**src/rtl/uart_rx_if.sv**
```systemverilog
// Serial line, per-frame configuration and received-character outputs of uart_rx.
// The slave modport is the receiver's view; the master modport is the driver/consumer side.
interface uart_rx_if;
    logic       rx;
    logic       data_size;
    logic       parity_en;
    logic [1:0] parity_mode;
    logic       stop_bit_size;
    logic [7:0] data;
    logic       valid;
    logic       parity_err;
    logic       frame_err;
    logic       busy;

    modport slave (
        input  rx, data_size, parity_en, parity_mode, stop_bit_size,
        output data, valid, parity_err, frame_err, busy
    );

    modport master (
        output rx, data_size, parity_en, parity_mode, stop_bit_size,
        input  data, valid, parity_err, frame_err, busy
    );
endinterface

```
**src/rtl/uart_rx.sv**
```systemverilog
// UART receiver with 16x oversampling, 7/8 data bits, optional parity and 1/2 stop bits.
// Each bit is sampled at its 8th sample tick; results are published with a one-cycle valid pulse.
module uart_rx #(
    parameter int SAMPLE_DIV = 81
) (
    input  logic     clk,
    input  logic     rst,
    uart_rx_if.slave bus
);
    localparam int DIV_W = (SAMPLE_DIV > 1) ? $clog2(SAMPLE_DIV) : 1;

    typedef enum logic [2:0] {
        IDLE,
        START,
        DATA,
        PARITY,
        STOP,
        WAIT_IDLE
    } state_t;

    state_t           r_state;
    state_t           w_state_nxt;
    logic             r_rx_meta;
    logic             r_rx_sync;
    logic             r_rx_prev;
    logic [DIV_W-1:0] r_div_cnt;
    logic [3:0]       r_tick_cnt;
    logic [2:0]       r_bit_cnt;
    logic             r_stop_cnt;
    logic             r_cfg_size;
    logic             r_cfg_pen;
    logic [1:0]       r_cfg_pmode;
    logic             r_cfg_stop;
    logic [7:0]       r_shift;
    logic             r_par_bit;
    logic             r_ferr_acc;
    logic [7:0]       r_data;
    logic             r_valid;
    logic             r_perr;
    logic             r_ferr;
    logic             r_busy;

    logic             w_tick;
    logic             w_mid;
    logic             w_fall;
    logic             w_last_bit;
    logic             w_last_stop;
    logic             w_perr;
    logic             w_confirm;
    logic             w_done;

    function automatic logic f_parity_expected(input logic [7:0] d, input logic [1:0] mode);
        case (mode)
            2'b11:   return ~^d;
            2'b10:   return ^d;
            2'b01:   return 1'b1;
            default: return 1'b0;
        endcase
    endfunction

    assign w_tick      = (r_div_cnt == DIV_W'(SAMPLE_DIV - 1));
    assign w_mid       = w_tick && (r_tick_cnt == 4'd7);
    assign w_fall      = r_rx_prev && !r_rx_sync;
    assign w_last_bit  = (r_bit_cnt == (r_cfg_size ? 3'd7 : 3'd6));
    assign w_last_stop = (r_stop_cnt == r_cfg_stop);
    // In 7-bit mode r_shift[7] stays 0, so it never disturbs the reduction.
    assign w_perr      = r_cfg_pen && (r_par_bit != f_parity_expected(r_shift, r_cfg_pmode));

    always_comb begin
        w_state_nxt = r_state;
        w_confirm   = 1'b0;
        w_done      = 1'b0;
        case (r_state)
            IDLE: begin
                if (w_fall) w_state_nxt = START;
            end
            START: begin
                if (w_mid) begin
                    w_state_nxt = r_rx_sync ? IDLE : DATA;
                    w_confirm   = !r_rx_sync;
                end
            end
            DATA: begin
                if (w_mid && w_last_bit) w_state_nxt = r_cfg_pen ? PARITY : STOP;
            end
            PARITY: begin
                if (w_mid) w_state_nxt = STOP;
            end
            STOP: begin
                if (w_mid && w_last_stop) begin
                    w_done      = 1'b1;
                    w_state_nxt = r_rx_sync ? IDLE : WAIT_IDLE;
                end
            end
            WAIT_IDLE: begin
                if (r_rx_sync) w_state_nxt = IDLE;
            end
            default: w_state_nxt = IDLE;
        endcase
    end

    always_ff @(posedge clk) begin
        if (rst) begin
            r_state     <= IDLE;
            r_rx_meta   <= 1'b1;
            r_rx_sync   <= 1'b1;
            r_rx_prev   <= 1'b1;
            r_div_cnt   <= '0;
            r_tick_cnt  <= '0;
            r_bit_cnt   <= '0;
            r_stop_cnt  <= 1'b0;
            r_cfg_size  <= 1'b0;
            r_cfg_pen   <= 1'b0;
            r_cfg_pmode <= 2'b00;
            r_cfg_stop  <= 1'b0;
            r_shift     <= '0;
            r_par_bit   <= 1'b0;
            r_ferr_acc  <= 1'b0;
            r_data      <= '0;
            r_valid     <= 1'b0;
            r_perr      <= 1'b0;
            r_ferr      <= 1'b0;
            r_busy      <= 1'b0;
        end else begin
            r_rx_meta <= bus.rx;
            r_rx_sync <= r_rx_meta;
            r_rx_prev <= r_rx_sync;
            r_state   <= w_state_nxt;
            r_valid   <= 1'b0;

            // Sample timing is held at zero while idle so it restarts exactly at the start edge.
            if (r_state == IDLE || r_state == WAIT_IDLE) begin
                r_div_cnt  <= '0;
                r_tick_cnt <= '0;
            end else if (w_tick) begin
                r_div_cnt  <= '0;
                r_tick_cnt <= r_tick_cnt + 4'd1;
            end else begin
                r_div_cnt  <= r_div_cnt + 1'b1;
            end

            if (r_state == IDLE && w_fall) begin
                r_cfg_size  <= bus.data_size;
                r_cfg_pen   <= bus.parity_en;
                r_cfg_pmode <= bus.parity_mode;
                r_cfg_stop  <= bus.stop_bit_size;
                r_shift     <= '0;
                r_bit_cnt   <= '0;
                r_stop_cnt  <= 1'b0;
                r_par_bit   <= 1'b0;
                r_ferr_acc  <= 1'b0;
            end

            if (w_confirm) r_busy <= 1'b1;

            if (r_state == DATA && w_mid) begin
                r_shift[r_bit_cnt] <= r_rx_sync;
                r_bit_cnt          <= r_bit_cnt + 3'd1;
            end

            if (r_state == PARITY && w_mid) r_par_bit <= r_rx_sync;

            if (r_state == STOP && w_mid) begin
                r_stop_cnt <= 1'b1;
                if (!r_rx_sync) r_ferr_acc <= 1'b1;
            end

            if (w_done) begin
                r_data  <= r_shift;
                r_perr  <= w_perr;
                r_ferr  <= r_ferr_acc | ~r_rx_sync;
                r_valid <= 1'b1;
                r_busy  <= 1'b0;
            end
        end
    end

    assign bus.data       = r_data;
    assign bus.valid      = r_valid;
    assign bus.parity_err = r_perr;
    assign bus.frame_err  = r_ferr;
    assign bus.busy       = r_busy;
endmodule

```
**src/flat_wrapper.sv**
```systemverilog
// flat-port wrapper written by rule: the top's interface ports become plain ports
module uart_rx_flat 
#(
    parameter int SAMPLE_DIV = 81
)
  (clk, rst, bus_rx, bus_data_size, bus_parity_en, bus_parity_mode, bus_stop_bit_size, bus_data, bus_valid, bus_parity_err, bus_frame_err, bus_busy);
  uart_rx_if bus_i ();
  input  logic clk;
  input  logic rst;
  input wire logic [$bits(bus_i.rx)-1:0] bus_rx;
  input wire logic [$bits(bus_i.data_size)-1:0] bus_data_size;
  input wire logic [$bits(bus_i.parity_en)-1:0] bus_parity_en;
  input wire logic [$bits(bus_i.parity_mode)-1:0] bus_parity_mode;
  input wire logic [$bits(bus_i.stop_bit_size)-1:0] bus_stop_bit_size;
  output wire logic [$bits(bus_i.data)-1:0] bus_data;
  output wire logic [$bits(bus_i.valid)-1:0] bus_valid;
  output wire logic [$bits(bus_i.parity_err)-1:0] bus_parity_err;
  output wire logic [$bits(bus_i.frame_err)-1:0] bus_frame_err;
  output wire logic [$bits(bus_i.busy)-1:0] bus_busy;
  assign bus_i.rx = bus_rx;
  assign bus_i.data_size = bus_data_size;
  assign bus_i.parity_en = bus_parity_en;
  assign bus_i.parity_mode = bus_parity_mode;
  assign bus_i.stop_bit_size = bus_stop_bit_size;
  assign bus_data = bus_i.data;
  assign bus_valid = bus_i.valid;
  assign bus_parity_err = bus_i.parity_err;
  assign bus_frame_err = bus_i.frame_err;
  assign bus_busy = bus_i.busy;
  uart_rx #(.SAMPLE_DIV(SAMPLE_DIV)) u_core (.clk(clk), .rst(rst), .bus(bus_i));
endmodule
```
**config.mk**
```make
export PLATFORM = sky130hd
export DESIGN_NAME = uart_rx_flat
export DESIGN_NICKNAME = d
export VERILOG_FILES = /design/src/rtl/uart_rx_if.sv /design/src/rtl/uart_rx.sv /design/src/flat_wrapper.sv
export SDC_FILE = /design/constraint.sdc
export NUM_CORES = 1
export LEC_CHECK = 0
export ABC_AREA = 0
export BUFFER_PORTS_ARGS = -buffer_cell sky130_fd_sc_hd__buf_2
export CORE_UTILIZATION = 25
export CTS_CLUSTER_DIAMETER = 50
export CTS_CLUSTER_SIZE = 8
export DETAILED_ROUTE_END_ITERATION = 12
export PLACE_DENSITY = 0.38
export SYNTH_ARGS = -nofsm -noshare
export SYNTH_HDL_FRONTEND = slang
export SYNTH_SLANG_ARGS = --single-unit
export TNS_END_PERCENT = 10
```
**constraint.sdc**
```tcl
create_clock -name clk -period 2.2 [get_ports clk]
set_input_delay 0 -clock clk [delete_from_list [all_inputs] [get_ports clk]]
set_output_delay 0 -clock clk [all_outputs]
set_load 0.02 [all_outputs]
```
== After elaboration in Yosys (flattened, before gate mapping) ==
Index checks and enable logic that the tools add are counted.
W data, S select, Z words.

* Register bits: 48
* Bits of input ports: 8
* Output and inout bits: 12
* Logic and storage cells: 99

* $add $sub $neg: 3
* $lt $le $gt $ge: 2
* Eq/ne operators: 19
* Muxes and demuxes: 31
* Bitwise gates (word level): 2
* Reduce and logical (&&, ||, !) cells: 22

{| class="wikitable"
|+ Operators with widths
! kind !! count
|-
| $mux W3 || 10
|-
| $mux W8 || 3
|-
| $pmux W3 S6 || 1
|-
| $mux W1 || 13
|-
| $ne A2 B1 Y1 const B || 6
|-
| $logic_and A1 B1 Y1 || 10
|-
| $bwmux W8 || 1
|-
| $reduce_xnor A8 Y1 || 1
|-
| $reduce_xor A8 Y1 || 1
|-
| $add A7 B1 Y7 const B || 1
|-
| $eq A7 B7 Y1 const B || 1
|-
| $eq A3 B2 Y1 const B || 2
|-
| $eq A3 B3 Y1 const B || 2
|-
| $reduce_and A6 Y1 || 1
|-
| $reduce_bool A2 Y1 || 3
|-
| $add A4 B1 Y4 const B || 1
|-
| $eq A2 B2 Y1 const B || 2
|-
| $eq A4 B3 Y1 const B || 1
|-
| $lt A3 B4 Y1 const B || 1
|-
| $reduce_or A2 Y1 || 2
|-
| $add A3 B1 Y3 const B || 1
|-
| $demux W1 S3 || 1
|-
| $eq A3 B1 Y1 const B || 1
|-
| $eq A3 B3 Y1 || 1
|-
| 12 further kinds || 12
|}

== Depth between registers and ports, before layout ==
Gate-level depths: netlist of the first run.

* Word-level depth: 7
* Depth in mapped cells: 8
* Gate-level depth less buffers: 7

== Least setup slack after synthesis of the first run ==
Ideal clock, no wire load.

* Path kind: register to register
* Start point: reg u_core.r_tick_cnt[0]
* End point: reg u_core.r_data[2] (netlist: u_core.bus.data[2])
* Setup time: 0.116 ns
* Arrival time: 1.594 ns
* Slack: 0.490 ns
* Cell stages (with the launch flop): 9
* Clock period less this slack: 1.710 ns
* Path through: dfxtp_1 -> ha_1 -> and3b_1 -> and4b_1 -> buf_6 -> and3_4 -> nor2b_4 -> buf_6 -> a22o_4

* Longest elaborated chain between the ends: 5

{| class="wikitable"
|+ Ends and longest elaborated chain
! element !! RTL line !! RTL
|-
| from (decl) || uart_rx.sv:27 || <nowiki>logic [3:0] r_tick_cnt;</nowiki>
|-
| from (signal assigned) || uart_rx.sv:137 || <nowiki>r_tick_cnt <= r_tick_cnt + 4'd1;</nowiki>
|-
| $eq A4 B3 Y1 || uart_rx.sv:62 || <nowiki>assign w_mid = w_tick && (r_tick_cnt == 4'd7);</nowiki>
|-
| $logic_and A1 B1 Y1 || uart_rx.sv:62 ||
|-
| $logic_and A1 B1 Y1 || uart_rx.sv:90 || <nowiki>if (w_mid && w_last_stop) begin</nowiki>
|-
| $mux W1 || uart_rx.sv:90 ||
|-
| $mux W1 || uart_rx.sv:73 || <nowiki>case (r_state)</nowiki>
|-
| to (signal assigned) || uart_rx.sv:169 || <nowiki>r_data <= r_shift;</nowiki>
|-
| to (decl) || uart_rx.sv:37 || <nowiki>logic [7:0] r_data;</nowiki>
|}

No other way between the ends.
A chain may end at the register's enable or synchronous reset.

== Worst setup path after layout of the first run ==
* Start point: reg u_core.r_tick_cnt[0]
* End point: reg u_core.r_shift[6]

* Longest elaborated chain between the ends: 4

{| class="wikitable"
|+ Ends and longest elaborated chain
! element !! RTL line !! RTL
|-
| $eq A4 B3 Y1 || uart_rx.sv:62 ||
|-
| $logic_and A1 B1 Y1 || uart_rx.sv:62 ||
|-
| $logic_and A1 B1 Y1 || uart_rx.sv:156 || <nowiki>if (r_state == DATA && w_mid) begin</nowiki>
|-
| $mux W8 || uart_rx.sv:156 ||
|-
| to (signal, indexed assignment) || uart_rx.sv:157 || <nowiki>r_shift[r_bit_cnt] <= r_rx_sync;</nowiki>
|-
| to (decl) || uart_rx.sv:34 || <nowiki>logic [7:0] r_shift;</nowiki>
|}

No other way between the ends.

==> metrics.md, run 1 <==
| Metric | Value |
|---|---|
| Most frequent cells in the layout | `dfxtp_1, nor2_1, buf_2` |
| CP Capture Type | `flop` |
| Slew @ Worst Pin | `709.3 ps` |
| F_max | `527.0 MHz` |
| Post-CTS resize count | `0` |
| Area delta synth->final | `16.07%` |
| Hold_sp | `rst` |
| Worst flop-to-flop path startpoint | `u_core.r_tick_cnt[0]` |
| Syn_area_per_cell | `9.730 sq um` |
| MaxCap Viol Count | `0` |
| Mapped cell area | `0.002180 sq mm` |
| Post-place setup slack | `283.4 ps` |
| Part of the power in registers | `54.1%` |
| Synth Area in Compound Gates | `14.24%` |
| Post-Syn Nets | `236` |
| Clk buf depth | `2` |
| Dpl hpwl | `3008 um` |
| Number of global-route vias before repair | `1515` |
| Final period demand of the worst path | `1898 ps` |
| Final ANT Viol Nets | `0` |
| Starting DRC count in detailed routing | `39` |
| Worst hold path class | `input port to flop` |
| Post-synth EDFFs | `0` |
| Yosys reg bits | `48` |
| Clk pwr share | `37.9%` |
| Worst slew margin | `52.61%` |
| DP Area | `0.002359 sq mm` |
| Met3 WL | `129 um` |
| CP delay by family, top | `simple AND/OR/NAND/NOR gates` |
| Die Width | `95.37 um` |
| First-pass GRT wire length | `7452 um` |
| Pwr dens | `663.9 mW/mm^2` |
| Setup ws final | `302.3 ps` |
| Max incr delay on CP | `400 ps` |
| DR top layer | `met4` |
| Starting Density | `26.13%` |
| Placed cell count | `340` |
| IO Pins | `20` |
| Synth Area in Simple Gates | `21.35%` |
| Buf/Inv on CP | `0` |
| Largest net degree at the start of global routing | `16` |
| Worst hold slack | `48.07 ps` |
| Critical path arrival | `2070 ps` |
| Gr ovfl total | `0` |
| WHS Path Cells | `2` |
| Via Count | `1541` |
| Post-Syn Instances | `224` |
| Post-synthesis adder-cell area fraction | `2.296%` |
| Top fanout value on the critical path | `7` |
| WL final | `4242 um` |
| Pint | `1.281 mW` |
| Crit path required time | `2380 ps` |
| Root buf cell | `clkbuf_8` |
| CTS buffer count | `5` |
| R2R Setup Slk | `300 ps` |
| Most common cell after layout, fill and taps aside | `dfxtp_1` |
| Unrepaired setup endpoints after global routing | `no` |
| Die Span Y | `95.37 um` |
| Initial antenna violation count | `0` |
| CTS clk-pin slew, worst paths | `90 ps` |
| H-tree depth | `2` |
| Top_reg_cell synth | `dfxtp_1` |
| DIE AREA | `0.009095 sq mm` |
| Vias per cell | `4.353` |
| Site Rows | `33` |
| Slowest CP cell | `and4b_1` |
| TNS Setup | `0 ps` |
| NumNets Final | `260` |
| YS warnings | `0` |
| Post-synthesis sequential area ratio | `44.09%` |
| Clk_skew | `9.419 ps` |
| VDD IR-drop max | `0.2046 mV` |
| Multiplexer share of the synthesized area | `5.052%` |
| Hold EP | `u_core.r_ferr_acc` |
| Fillers | `888` |
| Cell area after layout | `0.002530 sq mm` |
| Layout cells sized above 1 | `19.68%` |
| Number of port buffers | `19` |
| Non-Filler Instances | `354` |
| WL met1 | `2149 um` |
| Wire length on met2 | `1918 um` |
| FF-to-FF path depth | `6` |
| CTS tree | `built` |
| Post-Synth XOR/XNOR Area | `8.037%` |
| Sw power | `0.3990 mW` |
| Critical-path cell list | `ha_1 > and3b_1 > and4b_1 > nand2_1 > o311ai_0 > o41ai_1` |
| Largest family of logic cells by synthesized area | `simple AND/OR/NAND/NOR gates` |
| Async S/R FF share, synth | `0%` |
| Drt pass-1 iters | `4` |
| Final hold vios | `0` |
| FF-to-FF End | `u_core.r_shift[6]` |
| Clock sink count | `48` |
| Final setup viols | `0` |
| Area of the core | `0.008341 sq mm` |
| Status | `finished clean` |
| Max-slew violations | `0` |
| Netlist cell types | `53` |
| Critical path type | `flop to flop` |
| Net Sw Frac | `23.76%` |
| Critical path launch point type | `flop` |
| Worst-Skew Late Latency | `300 ps` |
| Avg WL per Cell | `11.98 um` |
| P_leak | `1.029 nW` |
| Ant. Diodes | `0` |
| Post-route DRC | `0` |
| Gate power share | `8.0%` |
| Final Cycle Share | `86.26%` |
| Global Route Usage Sum | `10.59%` |
| GP Congestion | `0.7209` |
## stage by stage
stage               utilization (%)  total power, mW
CTS                           30.33            1.717
detailed placement            28.28            1.057
finish                        30.33            1.680
global placement              28.28            1.059
global route                  30.33            1.765
floorplan                         -            1.026
## per-layer routing
metal	track usage, %	vias to the layer above
met5	0	-
met4	3.358	0
met3	2.711	5
met2	15.95	18
met1	14.69	707
li1	-	811
## power by group through the flow
| stage | Sequential (mW) | Clock [mW] | Combinational [mW] |
|---|---|---|---|
| global placement | 0.929 | 0 | 0.130 |
| finish | 0.908 | 0.637 | 0.134 |
| floorplan | 0.912 | 0 | 0.114 |
| detailed placement | 0.929 | 0 | 0.129 |
| CTS | 0.908 | 0.671 | 0.137 |
| global route | 0.912 | 0.701 | 0.152 |
## logic make-up (layout without fill, tap and decap cells)
logic type	after synthesis	in the layout
muxes	11	11
buffers and inverters	19	44
adders and majority gates	4	4
and+or+nand+nor	85	85
DFF	48	48
AOI/OAI and AO/OA	37	37
xor gates and xnor gates	20	20
## final cells by class
type	instances	area [sq um]	area share (%)
clock buffers	5	68.82	2.720
clock inverters	3	42.54	1.682
inverters	6	22.52	0.8902
multi-input cells	157	1111	43.92
flip-flops and latches	48	960.9	37.98
well taps	105	131.4	5.193
repair buffers	30	192.7	7.616
## worst register-to-register path, delay by kind of cell, from the launching register on
kind | cells | cell delay (ps)
flip-flops | 1 | 380
AO/OA/AOI/OAI | 2 | 490
adder cells (fa/ha/maj) | 1 | 170
AND/OR/NAND/NOR | 3 | 740
## synthesized netlist by cell type (2+ instances only)
cell	count	area, sq um
dfxtp_1	48	960.9
nor2_1	27	101.4
nand2_1	16	60.06
xnor2_1	12	105.1
mux2i_1	11	110.1
a22o_1	8	70.07
xor2_1	8	70.07
a21oi_1	6	30.03
inv_1	6	22.52
buf_2	5	25.02
nand2b_1	5	31.28
nand3_1	5	25.02
ha_1	4	50.05
nand3b_1	4	30.03
nor3_1	4	20.02
buf_6	3	33.78
nor2b_1	3	18.77
or2_2	3	18.77
or3_1	3	18.77
a22oi_1	2	15.01
and2_1	2	12.51
buf_4	2	15.01
clkbuf_1	2	7.510
nor2_2	2	12.51
nor3b_2	2	25.02
o21a_1	2	15.01
o21bai_1	2	15.01
o41ai_1	2	17.52
## how the worst max path moves through the flow
| stage | start | to | slack (ps) | cells after the start |
|---|---|---|---|---|
| floorplan | u_core.r_tick_cnt[0] | u_core.bus.data[2] | 490 | 8 |
| global placement | u_core.r_tick_cnt[0] | u_core.bus.parity_err | 320 | 6 |
| detailed placement | u_core.r_tick_cnt[0] | u_core.bus.parity_err | 280 | 6 |
| CTS | u_core.r_tick_cnt[0] | u_core.bus.parity_err | 280 | 6 |
| global route | u_core.r_state[0] | u_core.r_shift[6] | 50 | 5 |
| finish | u_core.r_tick_cnt[0] | u_core.r_shift[6] | 300 | 6 |
## sequential cells by signal, indices dropped and copies added (netlist names)
register / cells
u_core.r_cfg_stop: 1
u_core.bus.frame_err: 1
u_core.r_ferr_acc: 1
u_core.r_shift: 8
u_core.r_rx_prev: 1
u_core.r_tick_cnt: 4
u_core.r_par_bit: 1
u_core.r_cfg_pmode: 2
u_core.r_div_cnt: 7
u_core.r_rx_sync: 1
u_core.bus.valid: 1
u_core.bus.parity_err: 1
u_core.r_rx_meta: 1
u_core.bus.data: 8
u_core.r_bit_cnt: 3
u_core.r_stop_cnt: 1
u_core.r_cfg_pen: 1
u_core.r_cfg_size: 1
u_core.bus.busy: 1
u_core.r_state: 3
## timing repair
item / 4_1_cts / 5_1_grt
hold buffers: 6 / 0
endpoints found under the hold margin: 6 / 0
buffers inserted: 0 / 0
endpoints found under the setup margin: 0 / 0
Power figures use the tool's default switching activity.
==> run 2: changes to the inputs <==
--- a/config.mk
+++ b/config.mk
@@ -7,10 +7,12 @@
 export LEC_CHECK = 0
 export ABC_AREA = 0
 export BUFFER_PORTS_ARGS = -buffer_cell sky130_fd_sc_hd__buf_2
+export CAP_MARGIN = 20
 export CORE_UTILIZATION = 25
 export CTS_CLUSTER_DIAMETER = 50
 export CTS_CLUSTER_SIZE = 8
 export DETAILED_ROUTE_END_ITERATION = 12
+export MAX_ROUTING_LAYER = met4
 export PLACE_DENSITY = 0.38
 export SYNTH_ARGS = -nofsm -noshare
 export SYNTH_HDL_FRONTEND = slang
==> constraint.sdc (replaced) <==
create_clock -name clk -period 2.3 [get_ports clk]
set_input_delay 0 -clock clk [delete_from_list [all_inputs] [get_ports clk]]
set_output_delay 0 -clock clk [all_outputs]
set_load 0.02 [all_outputs]
==> metrics.md, run 2 (synthesis gave the netlist of run 1 again) <==
| Metric | Value |
|---|---|
| Final setup viols | `0` |
| R2R Setup Slk | `460 ps` |
| DP Area | `0.002351 sq mm` |
| Hold EP | `u_core.r_cfg_stop` |
| FF-to-FF End | `u_core.bus.parity_err` |
| Critical path arrival | `2100 ps` |
| Clock sink count | `48` |
| Post-CTS resize count | `0` |
| Final hold vios | `0` |
| Starting DRC count in detailed routing | `41` |
| Top fanout value on the critical path | `11` |
| Worst-Skew Late Latency | `310 ps` |
| Root buf cell | `clkbuf_8` |
| Post-CTS setup buffer count | `0` |
| Gr ovfl total | `0` |
| NumNets Final | `259` |
| DIE AREA | `0.009095 sq mm` |
| Status | `finished clean` |
| IO Pins | `20` |
| TNS Setup | `0 ps` |
| Max-slew violations | `0` |
| Ant. Diodes | `0` |
| Final period demand of the worst path | `1844 ps` |
| Clk buf depth | `2` |
| Vias per cell | `4.428` |
| FF-to-FF path depth | `7` |
| Dpl hpwl | `2997 um` |
| Drt pass-1 iters | `4` |
| CTS buffer count | `5` |
| Die Span Y | `95.37 um` |
| WHS Path Cells | `2` |
| CP Capture Type | `flop` |
| Post-route DRC | `0` |
| Worst hold path class | `input port to flop` |
| Area of the core | `0.008341 sq mm` |
| Die Width | `95.37 um` |
| Initial antenna violation count | `0` |
| MaxCap Viol Count | `0` |
| Crit path required time | `2560 ps` |
| Critical path type | `flop to flop` |
| Starting Density | `26.13%` |
| Site Rows | `33` |
| VDD IR-drop max | `0.3105 mV` |
| Non-Filler Instances | `353` |
| CTS tree | `built` |
| First-pass GRT wire length | `7514 um` |
| F_max | `542.3 MHz` |
| P_leak | `1.048 nW` |
| Hold buffer count at cts | `6` |
| Avg WL per Cell | `12.31 um` |
| GP Congestion | `0.7106` |
| WL final | `4346 um` |
| H-tree depth | `2` |
| Worst flop-to-flop path startpoint | `u_core.r_tick_cnt[0]` |
| Most common cell after layout, fill and taps aside | `dfxtp_1` |
| CTS clk-pin slew, worst paths | `110 ps` |
| Final ANT Viol Nets | `0` |
| Slew @ Worst Pin | `650.2 ps` |
| Via Count | `1563` |
| Pwr dens | `717.6 mW/mm^2` |
| Global Route Usage Sum | `11.13%` |
| Number of port buffers | `19` |
| Critical path launch point type | `flop` |
| Fillers | `898` |
| Design Power | `1.844 mW` |
| Hold_sp | `rst` |
| Final Cycle Share | `80.17%` |
| Largest net degree at the start of global routing | `22` |
| Clk_skew | `15.63 ps` |
| Unrepaired setup endpoints after global routing | `no` |
| Cell area after layout | `0.002570 sq mm` |
| Area delta synth->final | `17.91%` |
| Number of global-route vias before repair | `1496` |
| Most frequent cells in the layout | `dfxtp_1, nor2_1, buf_2` |
| Placed cell count | `339` |
| Worst slew margin | `56.56%` |
| Layout cells sized above 1 | `19.35%` |
[run 2: cell types whose count changed in the layout (fill, tap and decap cells not counted)]
cell        delta
bufinv_16      +2
clkinv_2       -1
buf_4          -1
clkinvlp_4     -1
[run 2: per-layer routing]
layer / up-vias / track usage, % / wire length, um
li1: 815 / - / -
met1: 724 / 15.62 / 2335
met2: 22 / 15.77 / 1875
met3: 2 / 2.711 / 132
met4: 0 / 2.985 / 2
met5: - / - / 0
[run 2: how the worst max path moves through the flow]
stage	from	endpoint	slack (ps)
6_report	u_core.r_tick_cnt[0]	u_core.bus.parity_err	460
3_3_place_gp	u_core.r_tick_cnt[0]	u_core.bus.parity_err	450
5_1_grt	u_core.r_state[0]	u_core.r_shift[6]	280
4_1_cts	u_core.r_state[0]	u_core.r_shift[6]	430
3_5_place_dp	u_core.r_tick_cnt[0]	u_core.bus.parity_err	440
2_1_floorplan	u_core.r_tick_cnt[0]	u_core.bus.data[2]	590
[run 2: layout make-up]
type,instances,area (sq um),share of cell area (%)
inverters,6,22.52,0.8763
clock buffers,5,68.82,2.678
clock inverters,3,90.09,3.505
multi-input cells,157,1111,43.23
well taps,105,131.4,5.112
repair buffers,29,185.2,7.205
flip-flops and latches,48,960.9,37.39
[run 2: worst max-delay path, cell delays in order (launching register included)]
cell	delay, ps
dfxtp_1	380
ha_1	190
and3b_1	160
and4b_1	180
buf_4	180
and3_4	210
nor2b_4	300
a32o_1	210
[run 2: power breakdown]
part,switching [mW],total (mW),internal [mW]
sequential,0.0225,0.867,0.845
combinational,0.0698,0.127,0.0571
clock,0.306,0.850,0.544
total,0.398,1.84,1.45
[run 2: per-stage QoR]
stage               utilization, %  hold WS [ps]  worst slack (ps)
floorplan                        -         103.8             589.8
global placement             28.19         192.2             445.3
detailed placement           28.19         186.6             444.4
CTS                          30.81         122.6             432.4
global route                 30.81         132.4             275.0
finish                       30.81         118.7             456.1
